[src/rtl/vga_timing_pkg.sv]
// vga_timing_pkg
//   640x480@60 timing constants shared by the sync generator and the sync
//   receiver, plus the receiver lock-state encoding.
package vga_timing_pkg;

    localparam int H_DISPLAY  = 640;  // visible pixels per line
    localparam int H_FRONT    = 16;   // horizontal front porch
    localparam int H_PULSE    = 96;   // h_sync width
    localparam int H_TOTAL    = 800;  // pixels per line
    localparam int V_DISPLAY  = 480;  // visible lines
    localparam int V_FRONT    = 10;   // vertical front porch
    localparam int V_PULSE    = 2;    // v_sync width
    localparam int V_TOTAL    = 525;  // lines per frame
    localparam int LOCK_LINES = 4;    // matched h edges needed to lock

    typedef enum logic [1:0] {
        SEARCH  = 2'd0,
        ACQUIRE = 2'd1,
        LOCKED  = 2'd2
    } rx_state_t;

endpackage

[src/rtl/sync_edge_detect.sv]
// sync_edge_detect
//   Keeps the previous pixel-enabled sample of a sync line and flags rising
//   and falling edges of the current sample against it.
//   Ports:
//     clk_100MHz  system clock
//     reset_n     async active-low reset (prev resets to 1)
//     pixel_ce    sample enable
//     sync_in     current sync level (active-high)
//     rise        sync_in=1 and prev=0
//     fall        sync_in=0 and prev=1
module sync_edge_detect (
    input  logic clk_100MHz,
    input  logic reset_n,
    input  logic pixel_ce,
    input  logic sync_in,
    output logic rise,
    output logic fall
);

    logic sync_prev;

    // Reset to 1 so a pulse already in flight at reset release is not an edge.
    always_ff @(posedge clk_100MHz or negedge reset_n) begin
        if (!reset_n)
            sync_prev <= 1'b1;
        else if (pixel_ce)
            sync_prev <= sync_in;
    end

    assign rise = sync_in & ~sync_prev;
    assign fall = ~sync_in & sync_prev;

endmodule

[src/rtl/vga_sync_receiver.sv]
// vga_sync_receiver
//   Locks a local pixel/line counter to incoming h_sync/v_sync edges and
//   reports the recovered position, display area, frame start and a
//   saturating count of timing faults.
//   Ports:
//     clk_100MHz    system clock
//     reset_n       async active-low reset
//     pixel_ce      pixel enable; all sampling and counting gated by it
//     h_sync_in     horizontal sync, active-high
//     v_sync_in     vertical sync, active-high
//     x, y          recovered position of the pixel just sampled
//     display_true  locked and inside the visible area
//     locked        timing locked
//     frame_start   one-clock pulse at x=0,y=0 while locked
//     err_count     saturating timing-fault count
module vga_sync_receiver #(
    parameter int H_DISPLAY  = vga_timing_pkg::H_DISPLAY,
    parameter int H_FRONT    = vga_timing_pkg::H_FRONT,
    parameter int H_PULSE    = vga_timing_pkg::H_PULSE,
    parameter int H_TOTAL    = vga_timing_pkg::H_TOTAL,
    parameter int V_DISPLAY  = vga_timing_pkg::V_DISPLAY,
    parameter int V_FRONT    = vga_timing_pkg::V_FRONT,
    parameter int V_PULSE    = vga_timing_pkg::V_PULSE,
    parameter int V_TOTAL    = vga_timing_pkg::V_TOTAL,
    parameter int LOCK_LINES = vga_timing_pkg::LOCK_LINES
) (
    input  logic       clk_100MHz,
    input  logic       reset_n,
    input  logic       pixel_ce,
    input  logic       h_sync_in,
    input  logic       v_sync_in,
    output logic [9:0] x,
    output logic [9:0] y,
    output logic       display_true,
    output logic       locked,
    output logic       frame_start,
    output logic [7:0] err_count
);

    import vga_timing_pkg::*;

    // Positions at which sync edges are expected.
    localparam logic [9:0] HS     = 10'(H_DISPLAY + H_FRONT);
    localparam logic [9:0] HE     = 10'(H_DISPLAY + H_FRONT + H_PULSE);
    localparam logic [9:0] VS     = 10'(V_DISPLAY + V_FRONT);
    localparam logic [9:0] VE     = 10'(V_DISPLAY + V_FRONT + V_PULSE);
    localparam logic [9:0] H_LAST = 10'(H_TOTAL - 1);
    localparam logic [9:0] V_LAST = 10'(V_TOTAL - 1);
    localparam logic [9:0] H_VIS  = 10'(H_DISPLAY);
    localparam logic [9:0] V_VIS  = 10'(V_DISPLAY);

    localparam int             GW       = $clog2(LOCK_LINES + 1);
    localparam logic [GW-1:0]  GOOD_MAX = GW'(LOCK_LINES);

    rx_state_t     state, st_n;
    logic [GW-1:0] good_cnt, gc_n;
    logic          v_seen, vs_n;
    logic [9:0]    px, py, x_n, y_n;
    logic [7:0]    err_n;
    logic          h_rise, h_fall, v_rise, v_fall;
    logic          fault;

    sync_edge_detect u_h_edge (
        .clk_100MHz (clk_100MHz),
        .reset_n    (reset_n),
        .pixel_ce   (pixel_ce),
        .sync_in    (h_sync_in),
        .rise       (h_rise),
        .fall       (h_fall)
    );

    sync_edge_detect u_v_edge (
        .clk_100MHz (clk_100MHz),
        .reset_n    (reset_n),
        .pixel_ce   (pixel_ce),
        .sync_in    (v_sync_in),
        .rise       (v_rise),
        .fall       (v_fall)
    );

    // Predicted position of the current sample: free-running successor of
    // the last reported position.
    always_comb begin
        px = (x == H_LAST) ? 10'd0 : x + 10'd1;
        py = y;
        if (x == H_LAST)
            py = (y == V_LAST) ? 10'd0 : y + 10'd1;
    end

    // Pulse ends are checked as falling edges so that both too-long and
    // too-short pulses are caught at the expected end position. Several
    // violations on one sample collapse into a single fault.
    always_comb begin
        fault = 1'b0;
        if (px == HS && !h_rise)                 fault = 1'b1;
        if (px == HE && !h_fall)                 fault = 1'b1;
        if (h_rise && px != HS)                  fault = 1'b1;
        if (px == 10'd0 && py == VS && !v_rise)  fault = 1'b1;
        if (px == 10'd0 && py == VE && !v_fall)  fault = 1'b1;
        if (v_rise && !(px == 10'd0 && py == VS)) fault = 1'b1;
    end

    always_comb begin
        st_n  = state;
        x_n   = x;
        y_n   = y;
        gc_n  = good_cnt;
        vs_n  = v_seen;
        err_n = err_count;
        unique case (state)
            SEARCH: begin
                if (h_rise) begin
                    x_n  = HS;
                    gc_n = '0;
                    vs_n = 1'b0;
                    st_n = ACQUIRE;
                end
            end
            ACQUIRE: begin
                x_n = px;
                y_n = py;
                if (h_rise) begin
                    if (px == HS) begin
                        if (good_cnt != GOOD_MAX)
                            gc_n = good_cnt + GW'(1);
                    end else begin
                        x_n  = HS;
                        gc_n = '0;
                    end
                end
                if (v_rise) begin
                    y_n  = VS;
                    vs_n = 1'b1;
                end
                // Lock on the very sample that completes the qualification.
                if (gc_n == GOOD_MAX && vs_n)
                    st_n = LOCKED;
            end
            LOCKED: begin
                x_n = px;
                y_n = py;
                if (fault) begin
                    st_n = ACQUIRE;
                    gc_n = '0;
                    vs_n = 1'b0;
                    if (h_rise) x_n = HS;
                    if (v_rise) y_n = VS;
                    if (err_count != 8'hFF)
                        err_n = err_count + 8'd1;
                end
            end
            default: st_n = SEARCH;
        endcase
    end

    always_ff @(posedge clk_100MHz or negedge reset_n) begin
        if (!reset_n) begin
            state        <= SEARCH;
            good_cnt     <= '0;
            v_seen       <= 1'b0;
            x            <= '0;
            y            <= '0;
            err_count    <= '0;
            locked       <= 1'b0;
            display_true <= 1'b0;
            frame_start  <= 1'b0;
        end else begin
            // frame_start lasts one system clock, not one pixel.
            frame_start <= 1'b0;
            if (pixel_ce) begin
                state        <= st_n;
                good_cnt     <= gc_n;
                v_seen       <= vs_n;
                x            <= x_n;
                y            <= y_n;
                err_count    <= err_n;
                locked       <= (st_n == LOCKED);
                display_true <= (st_n == LOCKED) && (x_n < H_VIS) && (y_n < V_VIS);
                frame_start  <= (st_n == LOCKED) && (x_n == 10'd0) && (y_n == 10'd0);
            end
        end
    end

endmodule

[config.mk]
export PLATFORM = sky130hd
export DESIGN_NAME = vga_sync_receiver
export DESIGN_NICKNAME = d
export VERILOG_FILES = /design/src/rtl/vga_timing_pkg.sv /design/src/rtl/sync_edge_detect.sv /design/src/rtl/vga_sync_receiver.sv
export SDC_FILE = /design/constraint.sdc
export NUM_CORES = 1
export LEC_CHECK = 0
export CAP_MARGIN = 5
export CORE_MARGIN = 5
export CORE_UTILIZATION = 40
export CTS_CLUSTER_SIZE = 10
export DETAILED_ROUTE_END_ITERATION = 7
export HOLD_SLACK_MARGIN = 0.02
export PLACE_DENSITY = 0.73
export SLEW_MARGIN = 20
export SYNTH_ARGS = -nofsm -noshare
export SYNTH_HDL_FRONTEND = slang
export SYNTH_SLANG_ARGS = --single-unit
[constraint.sdc]
create_clock -name clk_100MHz -period 3 [get_ports clk_100MHz]
set_clock_uncertainty 0.05 [all_clocks]
set_input_delay 0.3 -clock clk_100MHz [delete_from_list [all_inputs] [get_ports clk_100MHz]]
set_output_delay 0.3 -clock clk_100MHz [all_outputs]
set_load 0.01 [all_outputs]
==> results of run 1 <==
final cells by class:
cell class	count	area (um^2)	area share, %
Multi-Input combinational cell	313	2323	49.01
Timing Repair Buffer	140	1152	24.31
Sequential cell	39	984.7	20.77
Tap cell	105	131.4	2.771
Clock buffer	5	68.82	1.452
Inverter	15	56.30	1.188
Clock inverter	3	23.77	0.5015
layout by cell type (no fill, tap or decap), types with 5 or more instances in the layout:
cell,synthesis,routed
o21ai_0,27,22
buf_6,1,5
xnor2_1,12,10
ha_1,11,9
nand3_1,20,18
nor3_1,15,15
nand2_1,39,39
nand2b_1,6,6
nor2_1,26,26
mux2_2,6,5
clkbuf_8,3,5
a21oi_1,24,21
o211ai_1,6,6
clkdlybuf4s50_1,0,34
buf_4,4,100
inv_1,15,13
nand4_1,14,14
o21ai_1,2,6
o31ai_1,8,7
dfrtp_1,37,32
dfrtp_2,0,5
repair_timing:
action / 4_1_cts / 5_1_grt
gates resized for setup: 16 / 26
endpoints found under the setup margin: 19 / 29
pin swaps: 10 / 24
setup buffers: 10 / 7
through the flow:
stage | TNS (ns) | hold slack (ns) | cell area, um^2 | total power (uW) | utilization [%]
after floorplan | -0.08868 | -0.04559 | 3353 | 1711 | -
after global placement | -1.097 | 0.4265 | 4339 | 2495 | 53.35
after detailed placement | -2.141 | 0.4287 | 4339 | 2523 | 53.35
after CTS | -1.591 | 0.09966 | 4586 | 2972 | 56.38
after global routing | -4.735 | 0.1402 | 4741 | 3246 | 58.28
final | -1.898 | 0.07021 | 4741 | 3053 | 58.28
sequential cells by signal (all words and copies together), names as in the netlist:
register / count
y: 10
frame_start: 1
v_seen: 1
locked: 1
display_true: 1
u_h_edge.sync_prev: 1
state: 2
u_v_edge.sync_prev: 1
good_cnt: 3
err_count: 8
x: 10
cell families after synthesis:
| kind of cell | Yosys count |
|---|---|
| xor+xnor | 16 |
| buf+inv | 38 |
| mux | 6 |
| fa+ha+maj | 11 |
| flops | 39 |
| compound gates | 112 |
| simple gates | 168 |
worst max-delay path by stage:
stage,start,endpoint,slack (ns),cells past startpoint
after detailed placement,y[0],err_count[1],-0.25,11
after floorplan,x[0],display_true,-0.09,11
after global routing,x[0],frame_start,-0.30,11
after global placement,x[0],display_true,-0.20,11
final,x[0],display_true,-0.21,11
after CTS,x[0],display_true,-0.21,11
layer usage:
layer	GRT usage, %	up-vias	wire length [um]
li1	-	1713	-
met2	35.41	188	5186
met3	3.114	37	761
met4	9.816	0	413
met5	0	-	0
met1	29.18	1768	4722
critical path: stages, from the launching register on:
cell and delay, ns:
dfrtp_2 0.41, ha_4 0.17, nand4_4 0.15, buf_6 0.17
or3_4 0.34, a31o_4 0.24, and4_4 0.17, a221o_1 0.34
o21ai_2 0.19, o221ai_2 0.12, or4_1 0.49, a41o_1 0.25
power groups by stage:
stage	logic [uW]	clock network, uW	registers [uW]
floorplan	896	0	815
global placement	1740	0	759
detailed placement	1760	0	764
CTS	1810	403	758
global route	2040	427	778
finish	1890	398	765
==> flow_summary.ini, run 1 <==
[run_status]
status = finished with violations
violations = negative setup slack

[synth]
synth_top_area_cell = dfrtp_1
synth_cell_types = 86
synth_seq_cells = 39
ys_async_sr_fraction_pct = 100.0
synth-main-ff-cell = dfrtp_1
ys_warn_count = 0
synth_top_family_by_area = simple AND/OR/NAND/NOR gates
synthSimpleGateAreaFrac_pct = 29.71
synth_area_um2 = 3318
syn_avg_cell_area_um2 = 8.508
synth_xor_area_share_pct = 4.223
synthCells = 390
synth_edf_count = 0
synth-adder-area-share_pct = 4.148
seq_area_frac_synth_pct = 29.49
synth_area_leaders = dfrtp_1 (28%), nand2_1 (4.4%), ha_1 (4.1%)
synth_compound_area_share_pct = 23.91
ys_top_cells_by_count = nand2_1 (39), dfrtp_1 (37), o21ai_0 (27)
synthMuxAreaShare_pct = 2.036
synth_fp_nets = 406
yosysMostFrequentCell = nand2_1
synth_top_area_share_pct = 27.90

[timing]
finalHoldViolCount = 0
worst_pin_slew_ns = 0.9199
fin_crit_ns = 3.212
drv_slew = 0
setup_viol = 18
fin_crit_sh_pct = 107.1
setup_ws_ns = -0.2122
fmax_mhz = 311.3
rsz0062_at_grt = true
relSlewSlack_pct = 38.67

[finish]
areaGrowthSynthToFinish_pct = 42.87
diodes = 0
drive_above_1_share_pct = 35.15
n_fill_cell = 718
final_cells = 620
final_nets = 530

[floorplan]
rows = 33
die_h_um = 101.1
core_um2 = 8134
floorplan.io_pins = 36
dieArea_um2 = 10220
die_x_um = 101.1
start_util_pct = 40.79

[worst_setup_path]
reg2reg_from = x[0]
worstSetupEndpointType = flip-flop
r2r-end = display_true
critPathLaunchType = flip-flop
crit_required_ns = 3.16
cp.arrival_ns = 3.37
reg2reg_slack_ns = -0.21
crit_type = flip-flop to flip-flop
reg2regPathDepth = 11
worstPathMaxFanout = 7

[placement]
hpwl_um = 8253
numPortBuffers = 35
dp.cells = 596
routabilityCongestion = 0.9799
place_ws_ns = -0.2502

[clock_tree]
cts_tree = done
cts_hold_buf = 0
cts_buffer_depth = 2
numCtsBuffers = 5
cts_sinks = 39
htreeDepth = 2
clk_latency_ns = 0.31
cts-root-buf = clkbuf_8
clk_pin_slew_worst_paths_ns = 0.10

[pwr]
ir_drop_uv = 307.7
p_seq_share_pct = 25.0
p_leak_uw = 0.002025
switchingPower_uw = 1355
power_frac_comb_pct = 61.9
power_density_nw_per_um2 = 644.1
swShare_pct = 44.39
p_int_uw = 1698
p_clk_share_pct = 13.0

[global_routing]
track_usage_pct = 21.99
grt_overflow = 0
grt_max_degree = 40
grt_pass1_wl_um = 18020
grt_pass1_vias = 3663
grt_antenna_before_repair = 0

[min_path]
worst_hold_path_type = primary input to async pin

[routing]
wl_per_cell_um = 17.88
viasPerCell = 5.977
drtIter0Drc = 306
vias = 3706
route.detailed.drc = 0
wirelength_um = 11080
ant_nets = 0
first_pass_iters = 5

[run]
maxCapViolations = 0
Note: power is estimated with default switching activity, not from simulation.
==> inputs of run 2 (changes only) <==
RECOVER_POWER = 50   (was not set)
==> run 2 against run 1 <==
Compared with the run above: the run ends with max-capacitance violations, max-slew violations, negative setup slack left; critical path depth did not move; sequential share of layout area hardly changed; design area is essentially flat; sequential power is essentially flat; power about the same; wire length barely moved; sequential cell count unchanged; clock power about the same; clock-buffer cell count stayed put; largest cell class unchanged.
==> flow_summary.ini, run 2 (synthesis gave the netlist of run 1 again) <==
[worst_setup_path]
crit_family = compound AO/OA/AOI/OAI gates
worstSetupEndpoint = display_true
crit_chain = ha_4 > nand4_4 > buf_6 > or3_4 > a31o_4 > and4_4 > a221o_1 > o21ai_2 > o221ai_2 > or4_1 > a41o_1
r2r-end = display_true
crit_path_start = x[0]
cp.arrival_ns = 3.38
reg2reg_slack_ns = -0.22
critPathLaunchType = flip-flop
reg2regPathDepth = 11
critPathMaxStageDelay_ns = 0.49
worstSetupEndpointType = flip-flop
worstPathBufferInverterCount = 1
worstPathMaxFanout = 7
crit_required_ns = 3.16
reg2reg_from = x[0]
cp_num_cells = 11
slowest_stage = or4_1
crit_type = flip-flop to flip-flop

[floorplan]
floorplan.io_pins = 36
rows = 33
core_um2 = 8134
start_util_pct = 40.79
die_x_um = 101.1
die_h_um = 101.1
dieArea_um2 = 10220

[placement]
numPortBuffers = 35
routabilityCongestion = 0.9799
hpwl_um = 8253
dp.cells = 596

[clock_tree]
cts_tree = done
cts_hold_buf = 0
cts-root-buf = clkbuf_8
cts_sinks = 39
htreeDepth = 2
numCtsBuffers = 5
clk_pin_slew_worst_paths_ns = 0.10
cts_buffer_depth = 2
clk_latency_ns = 0.31

[routing]
wirelength_um = 11080
ant_nets = 0
wl_per_cell_um = 17.87
vias = 3700
viasPerCell = 5.968
first_pass_iters = 5
drtIter0Drc = 306
route.detailed.drc = 0

[global_routing]
grt_pass1_wl_um = 18020
track_usage_pct = 21.99
grt_max_degree = 40
grt_antenna_before_repair = 0
grt_overflow = 0
grt_pass1_vias = 3663

[timing]
fin_crit_sh_pct = 107.2
setup_viol = 18
fin_crit_ns = 3.217
fin_hold_ws_ns = 0.4452
tns_ns = -2.016
worst_pin_slew_ns = 2.208
relSlewSlack_pct = -47.21
setup_ws_ns = -0.2175
rsz0062_at_grt = true
drv_slew = 40
fmax_mhz = 310.8
finalHoldViolCount = 0

[finish]
drive_above_1_share_pct = 34.95
areaGrowthSynthToFinish_pct = 42.84
top_regs = x x10, y x10, err_count x8
final_nets = 530
layout_common_cells = buf_4 (100), nand2_1 (39), dfrtp_1 (32)
diodes = 0
mostFrequentLayoutCell = buf_4
n_fill_cell = 719
final_cells = 620

[pwr]
p_leak_uw = 0.002030
power_density_nw_per_um2 = 644.3
power_uw = 3054
ir_drop_uv = 307.5

[min_path]
whs_path_depth = 1
worst_hold_path_type = flip-flop to flip-flop

[run]
maxCapViolations = 1

[run_status]
status = finished with violations
violations = max-capacitance violations, max-slew violations, negative setup slack
[run 2: cell count changes in the layout (fill, tap and decap cells not counted), sizes merged]
cell / change
clkbuf: +1
clkdlybuf4s50: -3
buf: -1
dlygate4sd3: +3
[run 2: worst min-delay path by stage]
| stage | start | endpoint | slack [ns] |
|---|---|---|---|
| 3_5_place_dp | v_seen | v_seen | 0.43 |
| 2_1_floorplan | reset_n | display_true | -0.05 |
| 4_1_cts | reset_n | state[0] | 0.1 |
| 6_report | err_count[5] | err_count[5] | 0.45 |
| 5_1_grt | v_seen | v_seen | 0.46 |
| 3_3_place_gp | reset_n | good_cnt[0] | 0.43 |
[run 2: where the power goes]
part / switching [uW] / total (uW) / internal [uW]
clock: 231 / 397 / 167
sequential: 132 / 765 / 633
combinational: 993 / 1890 / 898
[run 2: through the flow]
stage	worst slack (ns)	cell area [um^2]	util [%]
2_1_floorplan	-0.08868	3353	-
3_3_place_gp	-0.2047	4339	53.35
3_5_place_dp	-0.2502	4339	53.35
4_1_cts	-0.2098	4586	56.38
5_1_grt	-0.2975	4740	58.27
6_report	-0.2175	4740	58.27
[run 2: cell type report]
class | count | area, um^2 | share of cell area [%]
clock buffer | 5 | 68.82 | 1.452
inverter | 15 | 56.30 | 1.188
sequential | 39 | 984.7 | 20.78
clock inverter | 3 | 23.77 | 0.5016
multi-input combinational | 313 | 2323 | 49.02
tap | 105 | 131.4 | 2.772
timing repair buffer | 140 | 1151 | 24.29
[run 2: routing by layer]
layer	wire (um)	track usage, %	up-vias
met3	710	3.114	39
met1	4762	29.18	1764
met4	417	9.816	0
li1	-	-	1712
met2	5190	35.41	185
met5	0	0	-
[run 2: repair_timing]
action	in CTS	in global routing
buffers inserted	10	7
gates resized for setup	16	26
endpoints found under the hold margin	0	0
pin swaps	10	24
endpoints found under the setup margin	19	29
[run 2: worst reg2reg max path, delay by kind of cell (launching register included)]
kind                       cells  cell delay, ns
buffers and inverters          1            0.17
and+or+nand+nor                4            1.15
AOI/OAI and AO/OA              5            1.16
DFF                            1            0.41
adders and majority gates      1            0.17
==> inputs of run 3 (changes only) <==
CTS_CLUSTER_SIZE = not set   (was 10)
==> results of run 3 <==
No change in the layout: final DEF, timing and power equal those of run 2.
